<file path="config.mk">
export PLATFORM = sky130hd
export DESIGN_NAME = pid_controller_gen_flat
export DESIGN_NICKNAME = d
export VERILOG_FILES = /design/src/rtl/pid_controller_gen_if.sv /design/src/rtl/pid_controller_gen.sv /design/src/flat_wrapper.sv
export SDC_FILE = /design/constraint.sdc
export NUM_CORES = 1
export LEC_CHECK = 0
export CAP_MARGIN = 20
export CORE_ASPECT_RATIO = 1.2
export CORE_MARGIN = 5
export CORE_UTILIZATION = 50
export CTS_BUF_LIST = sky130_fd_sc_hd__clkbuf_2
export CTS_CLUSTER_SIZE = 25
export DETAILED_ROUTE_END_ITERATION = 16
export PLACE_DENSITY = 0.74
export SLEW_MARGIN = 20
export SYNTH_ARGS = -nofsm -noshare
export SYNTH_HDL_FRONTEND = slang
export SYNTH_SLANG_ARGS = --single-unit
</file>
<file path="constraint.sdc">
create_clock -name clk -period 18 [get_ports clk]
set_input_delay 3.6 -clock clk [delete_from_list [all_inputs] [get_ports clk]]
set_output_delay 3.6 -clock clk [all_outputs]
set_load 0.05 [all_outputs]
</file>
<file path="src/rtl/pid_controller_gen_if.sv">
// ----------------------------------------------------------------------------
// pid_controller_gen_if
// Groups the sample handshake, run-time gains, synchronous clear and the
// controller result signals of pid_controller_gen.
//
// Modports:
//   master - sample/gain source: drives clear, in_valid, setpoint, feedback,
//            kp, ki, kd; observes in_ready, out_valid, out_data, busy, sat.
//   slave  - the controller: the mirror image of master.
//
// Parameters:
//   DW - width of setpoint, feedback and out_data
//   GW - width of kp, ki and kd
// ----------------------------------------------------------------------------
interface pid_controller_gen_if #(
    parameter int DW = 8,
    parameter int GW = 8
);
    logic          clear;
    logic          in_valid;
    logic          in_ready;
    logic [DW-1:0] setpoint;
    logic [DW-1:0] feedback;
    logic [GW-1:0] kp;
    logic [GW-1:0] ki;
    logic [GW-1:0] kd;
    logic          out_valid;
    logic [DW-1:0] out_data;
    logic          busy;
    logic          sat;

    modport master (
        output clear, in_valid, setpoint, feedback, kp, ki, kd,
        input  in_ready, out_valid, out_data, busy, sat
    );

    modport slave (
        input  clear, in_valid, setpoint, feedback, kp, ki, kd,
        output in_ready, out_valid, out_data, busy, sat
    );
endinterface

</file>
<file path="src/rtl/pid_controller_gen.sv">
// ----------------------------------------------------------------------------
// pid_controller_gen
// Sequential PID controller. One multiplier is time-shared across the P, I
// and D terms by a six-state FSM (IDLE, P, I, D, SUM, OUT), giving one
// result every six cycles. The integrator is clamped to +/-INT_MAX, the
// derivative term is suppressed on the first sample after reset/clear, and
// the output is floor-shifted by FRAC and range-clamped to [0, 2^DW-1].
//
// Optional feature (macro PID_SLEW_LIMIT_EN): when defined, each new output
// is additionally limited to within SLEW_MAX of the previous output.
//
// Ports:
//   clk   - clock
//   rst_n - asynchronous active-low reset
//   bus   - pid_controller_gen_if.slave:
//           clear (sync clear), in_valid/in_ready (sample handshake),
//           setpoint/feedback (unsigned DW), kp/ki/kd (unsigned Q(GW-FRAC).FRAC),
//           out_valid (one-cycle pulse), out_data (unsigned DW, registered),
//           busy (FSM not idle), sat (last output range-clamped)
// ----------------------------------------------------------------------------
module pid_controller_gen #(
    parameter int DW       = 8,
    parameter int GW       = 8,
    parameter int FRAC     = 4,
    parameter int ACC_W    = 24,
    parameter int INT_MAX  = 65535,
    parameter int SLEW_MAX = 16
) (
    input  logic                clk,
    input  logic                rst_n,
    pid_controller_gen_if.slave bus
);
    localparam logic [2:0] S_IDLE = 3'd0;
    localparam logic [2:0] S_P    = 3'd1;
    localparam logic [2:0] S_I    = 3'd2;
    localparam logic [2:0] S_D    = 3'd3;
    localparam logic [2:0] S_SUM  = 3'd4;
    localparam logic [2:0] S_OUT  = 3'd5;

    // Multiplier value operand: error difference needs one bit more than e.
    localparam int VW = DW + 2;
    // Product of a zero-extended gain and a VW-bit signed value.
    localparam int PW = GW + VW + 1;
    // Sum of three ACC_W terms cannot overflow in ACC_W+2 bits.
    localparam int SW = ACC_W + 2;

    localparam logic signed [ACC_W:0]  INT_HI  = (ACC_W+1)'(INT_MAX);
    localparam logic signed [ACC_W:0]  INT_LO  = -INT_HI;
    localparam logic signed [SW-1:0]   OUT_MAX = {{(SW-DW){1'b0}}, {DW{1'b1}}};

    logic [2:0]              state_r;
    logic [2:0]              state_nxt_s;
    logic signed [DW:0]      e_in_s;
    logic signed [DW:0]      e_r;
    logic signed [DW:0]      prev_e_r;
    logic                    first_r;
    logic [GW-1:0]           kp_r;
    logic [GW-1:0]           ki_r;
    logic [GW-1:0]           kd_r;
    logic [GW-1:0]           mul_gain_s;
    logic signed [VW-1:0]    e_ext_s;
    logic signed [VW-1:0]    de_s;
    logic signed [VW-1:0]    mul_val_s;
    logic signed [PW-1:0]    mul_a_s;
    logic signed [PW-1:0]    mul_b_s;
    logic signed [PW-1:0]    mul_prod_s;
    logic signed [ACC_W-1:0] prod_s;
    logic signed [ACC_W-1:0] pterm_r;
    logic signed [ACC_W-1:0] integ_r;
    logic signed [ACC_W-1:0] dterm_r;
    logic signed [ACC_W:0]   integ_sum_s;
    logic signed [ACC_W-1:0] integ_next_s;
    logic signed [SW-1:0]    acc_s;
    logic signed [SW-1:0]    y_s;
    logic [DW-1:0]           range_s;
    logic                    range_sat_s;
    logic [DW-1:0]           result_s;
    logic [DW-1:0]           out_data_r;
    logic                    out_valid_r;
    logic                    sat_r;
    logic                    busy_r;
    logic                    in_ready_r;

    assign e_in_s  = $signed({1'b0, bus.setpoint}) - $signed({1'b0, bus.feedback});
    assign e_ext_s = {e_r[DW], e_r};
    assign de_s    = e_ext_s - {prev_e_r[DW], prev_e_r};

    // Next-state logic: fixed walk through the terms once a sample is taken.
    always_comb begin
        state_nxt_s = S_IDLE;
        case (state_r)
            S_IDLE: begin
                if (bus.in_valid) begin
                    state_nxt_s = S_P;
                end else begin
                    state_nxt_s = S_IDLE;
                end
            end
            S_P:     state_nxt_s = S_I;
            S_I:     state_nxt_s = S_D;
            S_D:     state_nxt_s = S_SUM;
            S_SUM:   state_nxt_s = S_OUT;
            S_OUT:   state_nxt_s = S_IDLE;
            default: state_nxt_s = S_IDLE;
        endcase
    end

    // Shared multiplier operand select: the state decides which gain/value pair.
    always_comb begin
        mul_gain_s = '0;
        mul_val_s  = '0;
        case (state_r)
            S_P: begin
                mul_gain_s = kp_r;
                mul_val_s  = e_ext_s;
            end
            S_I: begin
                mul_gain_s = ki_r;
                mul_val_s  = e_ext_s;
            end
            S_D: begin
                mul_gain_s = kd_r;
                mul_val_s  = de_s;
            end
            default: begin
                mul_gain_s = '0;
                mul_val_s  = '0;
            end
        endcase
    end

    assign mul_a_s    = $signed({{(PW-GW){1'b0}}, mul_gain_s});
    assign mul_b_s    = {{(PW-VW){mul_val_s[VW-1]}}, mul_val_s};
    assign mul_prod_s = mul_a_s * mul_b_s;
    assign prod_s     = {{(ACC_W-PW){mul_prod_s[PW-1]}}, mul_prod_s};

    assign integ_sum_s = {integ_r[ACC_W-1], integ_r} + {prod_s[ACC_W-1], prod_s};

    // Anti-windup: saturate the integrator instead of letting it grow.
    always_comb begin
        if (integ_sum_s > INT_HI) begin
            integ_next_s = INT_HI[ACC_W-1:0];
        end else if (integ_sum_s < INT_LO) begin
            integ_next_s = INT_LO[ACC_W-1:0];
        end else begin
            integ_next_s = integ_sum_s[ACC_W-1:0];
        end
    end

    assign acc_s = {{2{pterm_r[ACC_W-1]}}, pterm_r}
                 + {{2{integ_r[ACC_W-1]}}, integ_r}
                 + {{2{dterm_r[ACC_W-1]}}, dterm_r};
    // Arithmetic shift rounds toward minus infinity, as intended.
    assign y_s = acc_s >>> FRAC;

    // Range clamp of the scaled sum into the unsigned output range.
    always_comb begin
        if (y_s[SW-1]) begin
            range_s     = '0;
            range_sat_s = 1'b1;
        end else if (y_s > OUT_MAX) begin
            range_s     = '1;
            range_sat_s = 1'b1;
        end else begin
            range_s     = y_s[DW-1:0];
            range_sat_s = 1'b0;
        end
    end

`ifdef PID_SLEW_LIMIT_EN
    localparam logic [DW-1:0] SLEW_V = DW'(SLEW_MAX);

    logic [DW:0]   slew_hi_w_s;
    logic [DW-1:0] slew_hi_s;
    logic [DW-1:0] slew_lo_s;

    // Slew window around the previous output, bounded to the output range.
    always_comb begin
        slew_hi_w_s = {1'b0, out_data_r} + {1'b0, SLEW_V};
        if (slew_hi_w_s[DW]) begin
            slew_hi_s = '1;
        end else begin
            slew_hi_s = slew_hi_w_s[DW-1:0];
        end
        if (out_data_r > SLEW_V) begin
            slew_lo_s = out_data_r - SLEW_V;
        end else begin
            slew_lo_s = '0;
        end
        if (range_s > slew_hi_s) begin
            result_s = slew_hi_s;
        end else if (range_s < slew_lo_s) begin
            result_s = slew_lo_s;
        end else begin
            result_s = range_s;
        end
    end
`else
    // Without slew limiting the range-clamped value goes straight out.
    always_comb begin
        result_s = range_s;
    end
`endif

    // FSM state plus registered status outputs derived from the next state.
    always_ff @(posedge clk or negedge rst_n) begin
        if (!rst_n) begin
            state_r    <= S_IDLE;
            busy_r     <= 1'b0;
            in_ready_r <= 1'b1;
        end else if (bus.clear) begin
            state_r    <= S_IDLE;
            busy_r     <= 1'b0;
            in_ready_r <= 1'b1;
        end else begin
            state_r    <= state_nxt_s;
            busy_r     <= (state_nxt_s != S_IDLE);
            in_ready_r <= (state_nxt_s == S_IDLE);
        end
    end

    // Datapath: capture on accept, one term per state, outputs on SUM->OUT.
    always_ff @(posedge clk or negedge rst_n) begin
        if (!rst_n) begin
            e_r         <= '0;
            prev_e_r    <= '0;
            first_r     <= 1'b1;
            kp_r        <= '0;
            ki_r        <= '0;
            kd_r        <= '0;
            pterm_r     <= '0;
            integ_r     <= '0;
            dterm_r     <= '0;
            out_data_r  <= '0;
            out_valid_r <= 1'b0;
            sat_r       <= 1'b0;
        end else if (bus.clear) begin
            e_r         <= '0;
            prev_e_r    <= '0;
            first_r     <= 1'b1;
            pterm_r     <= '0;
            integ_r     <= '0;
            dterm_r     <= '0;
            out_data_r  <= '0;
            out_valid_r <= 1'b0;
            sat_r       <= 1'b0;
        end else begin
            out_valid_r <= 1'b0;
            case (state_r)
                S_IDLE: begin
                    if (bus.in_valid) begin
                        e_r  <= e_in_s;
                        kp_r <= bus.kp;
                        ki_r <= bus.ki;
                        kd_r <= bus.kd;
                    end
                end
                S_P: pterm_r <= prod_s;
                S_I: integ_r <= integ_next_s;
                S_D: begin
                    // No derivative kick on the first sample after reset/clear.
                    if (first_r) begin
                        dterm_r <= '0;
                    end else begin
                        dterm_r <= prod_s;
                    end
                end
                S_SUM: begin
                    // Registered here so out_valid is high during the OUT state.
                    out_data_r  <= result_s;
                    sat_r       <= range_sat_s;
                    out_valid_r <= 1'b1;
                end
                S_OUT: begin
                    prev_e_r <= e_r;
                    first_r  <= 1'b0;
                end
                default: begin
                    out_valid_r <= 1'b0;
                end
            endcase
        end
    end

    assign bus.in_ready  = in_ready_r;
    assign bus.busy      = busy_r;
    assign bus.out_valid = out_valid_r;
    assign bus.out_data  = out_data_r;
    assign bus.sat       = sat_r;
endmodule

</file>
<file path="src/flat_wrapper.sv">
// flat-port wrapper written by rule: the top's interface ports become plain ports
module pid_controller_gen_flat 
#(
    parameter int DW       = 8,
    parameter int GW       = 8,
    parameter int FRAC     = 4,
    parameter int ACC_W    = 24,
    parameter int INT_MAX  = 65535,
    parameter int SLEW_MAX = 16
)
  (clk, rst_n, bus_clear, bus_in_valid, bus_setpoint, bus_feedback, bus_kp, bus_ki, bus_kd, bus_in_ready, bus_out_valid, bus_out_data, bus_busy, bus_sat);
  pid_controller_gen_if #(.DW(DW), .GW(GW)) bus_i ();
  input  logic clk;
  input  logic rst_n;
  input wire logic [$bits(bus_i.clear)-1:0] bus_clear;
  input wire logic [$bits(bus_i.in_valid)-1:0] bus_in_valid;
  input wire logic [$bits(bus_i.setpoint)-1:0] bus_setpoint;
  input wire logic [$bits(bus_i.feedback)-1:0] bus_feedback;
  input wire logic [$bits(bus_i.kp)-1:0] bus_kp;
  input wire logic [$bits(bus_i.ki)-1:0] bus_ki;
  input wire logic [$bits(bus_i.kd)-1:0] bus_kd;
  output wire logic [$bits(bus_i.in_ready)-1:0] bus_in_ready;
  output wire logic [$bits(bus_i.out_valid)-1:0] bus_out_valid;
  output wire logic [$bits(bus_i.out_data)-1:0] bus_out_data;
  output wire logic [$bits(bus_i.busy)-1:0] bus_busy;
  output wire logic [$bits(bus_i.sat)-1:0] bus_sat;
  assign bus_i.clear = bus_clear;
  assign bus_i.in_valid = bus_in_valid;
  assign bus_i.setpoint = bus_setpoint;
  assign bus_i.feedback = bus_feedback;
  assign bus_i.kp = bus_kp;
  assign bus_i.ki = bus_ki;
  assign bus_i.kd = bus_kd;
  assign bus_in_ready = bus_i.in_ready;
  assign bus_out_valid = bus_i.out_valid;
  assign bus_out_data = bus_i.out_data;
  assign bus_busy = bus_i.busy;
  assign bus_sat = bus_i.sat;
  pid_controller_gen #(.DW(DW), .GW(GW), .FRAC(FRAC), .ACC_W(ACC_W), .INT_MAX(INT_MAX), .SLEW_MAX(SLEW_MAX)) u_core (.clk(clk), .rst_n(rst_n), .bus(bus_i));
endmodule
</file>
==> results.sh <==
export IMPL_rr_startpoint="u_core.e_r[0]"
export IMPL_final_max_slew_viol_count=0
export IMPL_max_stage_delay_ns=0.73
export IMPL_die_area_um2=27700
export IMPL_dp_hpwl_mm=23.8
export IMPL_top_usage_layer="met2"
export IMPL_grt_max_degree=63
export IMPL_fillers=2193
export IMPL_crit_slowest_cell="xor2_1"
export IMPL_syn_cell_area_um2=12200
export IMPL_cts_tree="yes"
export IMPL_skew_ns=0.0527
export IMPL_holdCritPathClass="flop to flop"
export IMPL_h_tree_depth=4
export IMPL_gp_congestion=0.924
export IMPL_clockBufferDepth=2
export IMPL_max_slew_margin_pct=40.0
export IMPL_r2r_slack_ns=7.83
export IMPL_worst_hold_path_endpoint="u_core.dterm_r[0]"
export IMPL_initial_core_util_pct=50.8
export IMPL_async_reset_ff_share_pct=100
export IMPL_vdd_drop_max_v=0.0000491
export IMPL_grt_pass1_vias=10300
export IMPL_yosys_top_cells_count="inv_1 (151), nand2_1 (135), dfrtp_1 (118), ha_1 (115), nor2_1 (113)"
export IMPL_cts_buffers=17
export IMPL_syn_nets=1616
export IMPL_synthCells=1371
export IMPL_setup_viol=0
export IMPL_grt_overflow=0
export IMPL_yosysUniqueCellTypes=89
export IMPL_worstHoldPathCells=2
export IMPL_ys_ff_latch=120
export IMPL_worst_slew_pin_slew_ns=0.897
export IMPL_wire_per_inst_um=16.8
export IMPL_multiInputGateArea_um2=8470
export IMPL_cts_clk_slew_worst_paths_ns=0.20
export IMPL_yosysTopAreaCellShare_pct=24.2
export IMPL_port_buffers=55
export IMPL_cp_end_kind="flop"
export IMPL_num_nets_final=1651
export IMPL_core_area_um2=24000
export IMPL_yosysMostFrequentCell="inv_1"
export IMPL_crit_required_ns=18.59
export IMPL_power_leakage_nw=6.50
export IMPL_setup_slack_ns=7.83
export IMPL_antenna_diode_count=0
export IMPL_via_per_inst=5.74
export IMPL_ys_warn_count=0
export IMPL_drc_errors=0
export IMPL_antenna_left=0
export IMPL_area_sequential_um2=3010
export IMPL_synth_largest_area_cell="dfrtp_1"
export IMPL_grtUsageMet2_pct=39.6
export IMPL_regToRegEndpoint="u_core.integ_r[8]"
export IMPL_synth_seq_area_share_pct=24.6
export IMPL_first_iter_violations=579
export IMPL_root_buffer="clkbuf_2"
export IMPL_drive_above_1_share_pct=7.75
export IMPL_setup_tns_ns=0
export IMPL_use_met3_pct=3.18
export IMPL_max_cap_viol_count=0
export IMPL_hold_violations=0
export IMPL_ios=56
export IMPL_max_freq_mhz=98.4
export IMPL_dr_pass1_iters=5
export IMPL_min_from="u_core.dterm_r[0]"
export IMPL_crit_path_start_kind="flop"
export IMPL_die_w_um=153
export IMPL_clock_sinks=120
export IMPL_total_power_mw=0.818
export IMPL_die_height_um=181
export IMPL_grtUsageMet1_pct=24.1
export IMPL_cts_resized_gates=0
export IMPL_arrival_ns=10.75
export IMPL_synth_edff_count=0
export IMPL_crit_type="flop to flop"
export IMPL_rows=62
export IMPL_cp_max_fo=14
export IMPL_fin_hold_ws_ns=0.512
export IMPL_finalWorstPathRequiredPeriod_ns=10.17
export IMPL_p_per_area_nw_per_um2=61.7
export IMPL_antenna_found_initial=0
export IMPL_num_vias=9981
export IMPL_clkLatencyLatePin_ns=0.73
export IMPL_hold_buffers=0
export IMPL_grt_pass1_wl_mm=48.9
export IMPL_reg2reg_depth=39
export IMPL_grtUsageTotal_pct=21.1
export IMPL_rsz0062_at_grt="false"
export IMPL_ys_flop_type="dfrtp_1"
export IMPL_drt_wl_total_mm=29.2
export IMPL_outcome="completed"
export IMPL_synth_area_leaders="dfrtp_1 (24%), fa_1 (14%), ha_1 (12%)"
export IMPL_area_growth_pct=8.50
export IMPL_dp_slack_ns=7.88
export IMPL_period_share_pct=56.5
export IMPL_post_cts_buffers=0
export IMPL_syn_avg_cell_area_um2=8.92
## power by group
group          total (mW)  switching (mW)  internal, mW
Sequential          0.311          0.0191         0.292
Clock               0.166           0.115        0.0507
Combinational       0.341           0.205         0.137
Total               0.818           0.339         0.479
## logic make-up (layout without fill, tap and decap cells)
| logic type | after synthesis | after routing | synth area share (%) |
|---|---|---|---|
| xor+xnor | 56 | 56 | 4.01 |
| buf+inv | 198 | 246 | 6.28 |
| flops | 120 | 120 | 24.6 |
| fa+ha+maj | 201 | 201 | 25.9 |
| compound gates | 350 | 350 | 20.1 |
| simple gates | 412 | 412 | 16.1 |
| mux | 34 | 34 | 3.12 |
## worst max-delay path, delay by kind of cell, from the launching register on
| kind | cells | cell delay [ns] |
|---|---|---|
| AO/OA/AOI/OAI | 18 | 4.30 |
| flip-flops | 1 | 0.41 |
| buffers and inverters | 5 | 0.29 |
| adder cells (fa/ha/maj) | 8 | 3.44 |
| AND/OR/NAND/NOR | 6 | 0.71 |
| XOR/XNOR | 2 | 0.87 |
## registers in the layout, summed over array words and instances (netlist names)
register              cells
u_core.bus.out_valid      1
u_core.prev_e_r           9
u_core.bus.sat            1
u_core.ki_r               8
u_core.bus.busy           1
u_core.first_r            1
u_core.bus.out_data       8
u_core.kd_r               8
u_core.kp_r               8
u_core.bus.in_ready       1
u_core.integ_r           24
u_core.dterm_r           19
u_core.state_r            3
u_core.pterm_r           19
u_core.e_r                9
## through the flow
stage / utilization (%) / instances / instance area, um^2
CTS: 55.1 / 1738 / 13200
global route: 55.2 / 1739 / 13300
floorplan: - / 1371 / 12200
finish: 55.2 / 1739 / 13300
global placement: 54.2 / 1706 / 13000
detailed placement: 54.2 / 1706 / 13000
## worst max path at each step
stage | startpoint | endpoint | slack (ns) | cells after the start
global placement | u_core.e_r[0] | u_core.integ_r[11] | 8.17 | 39
finish | u_core.e_r[0] | u_core.integ_r[8] | 7.83 | 39
floorplan | u_core.e_r[0] | u_core.integ_r[2] | 9.30 | 42
CTS | u_core.e_r[0] | u_core.integ_r[8] | 7.83 | 39
detailed placement | u_core.e_r[0] | u_core.integ_r[8] | 7.88 | 39
global route | u_core.e_r[0] | u_core.integ_r[11] | 7.15 | 39
## cell type report
cell class / count / area share (%)
Inverter: 151 / 4.27
Clock inverter: 14 / 0.962
Sequential cell: 120 / 22.7
Multi-Input combinational cell: 1053 / 63.9
Tap cell: 320 / 3.02
Clock buffer: 18 / 0.679
Timing Repair Buffer: 63 / 4.55
## layer usage
layer / vias to the layer above / routed length, um
met5: - / 0
met1: 4862 / 11700
li1: 4841 / -
met2: 217 / 15600
met4: 0 / 939
met3: 61 / 1000
## layout by cell type, fill, tap and decap left out, types with 5 or more instances in the layout
master | Yosys | layout
fa_1 | 86 | 86
nand2_1 | 135 | 135
o21ai_1 | 20 | 20
buf_4 | 2 | 9
a22oi_1 | 13 | 13
xnor2_1 | 39 | 39
nand4_1 | 8 | 8
nand2b_1 | 21 | 21
ha_1 | 115 | 115
a211o_1 | 8 | 8
mux2_2 | 33 | 33
inv_1 | 151 | 151
nor3_1 | 26 | 25
and3_1 | 10 | 10
or2_2 | 8 | 8
xor2_1 | 17 | 17
a31oi_1 | 10 | 9
dfrtp_1 | 118 | 118
a22o_1 | 23 | 23
o21bai_1 | 9 | 9
clkbuf_2 | 1 | 18
o211ai_1 | 5 | 5
a21o_1 | 34 | 34
nand3_1 | 18 | 18
a21boi_0 | 6 | 6
and2_1 | 6 | 6
nor2b_1 | 22 | 22
a221o_1 | 8 | 8
nor4_1 | 10 | 10
clkdlybuf4s50_1 | 0 | 53
clkinvlp_4 | 0 | 6
a21oi_1 | 96 | 96
nand3b_1 | 11 | 11
o21ai_0 | 37 | 37
a211oi_1 | 14 | 14
o21a_1 | 8 | 8
nor2_1 | 113 | 112
No activity file was read; power rests on OpenSTA's default activity.
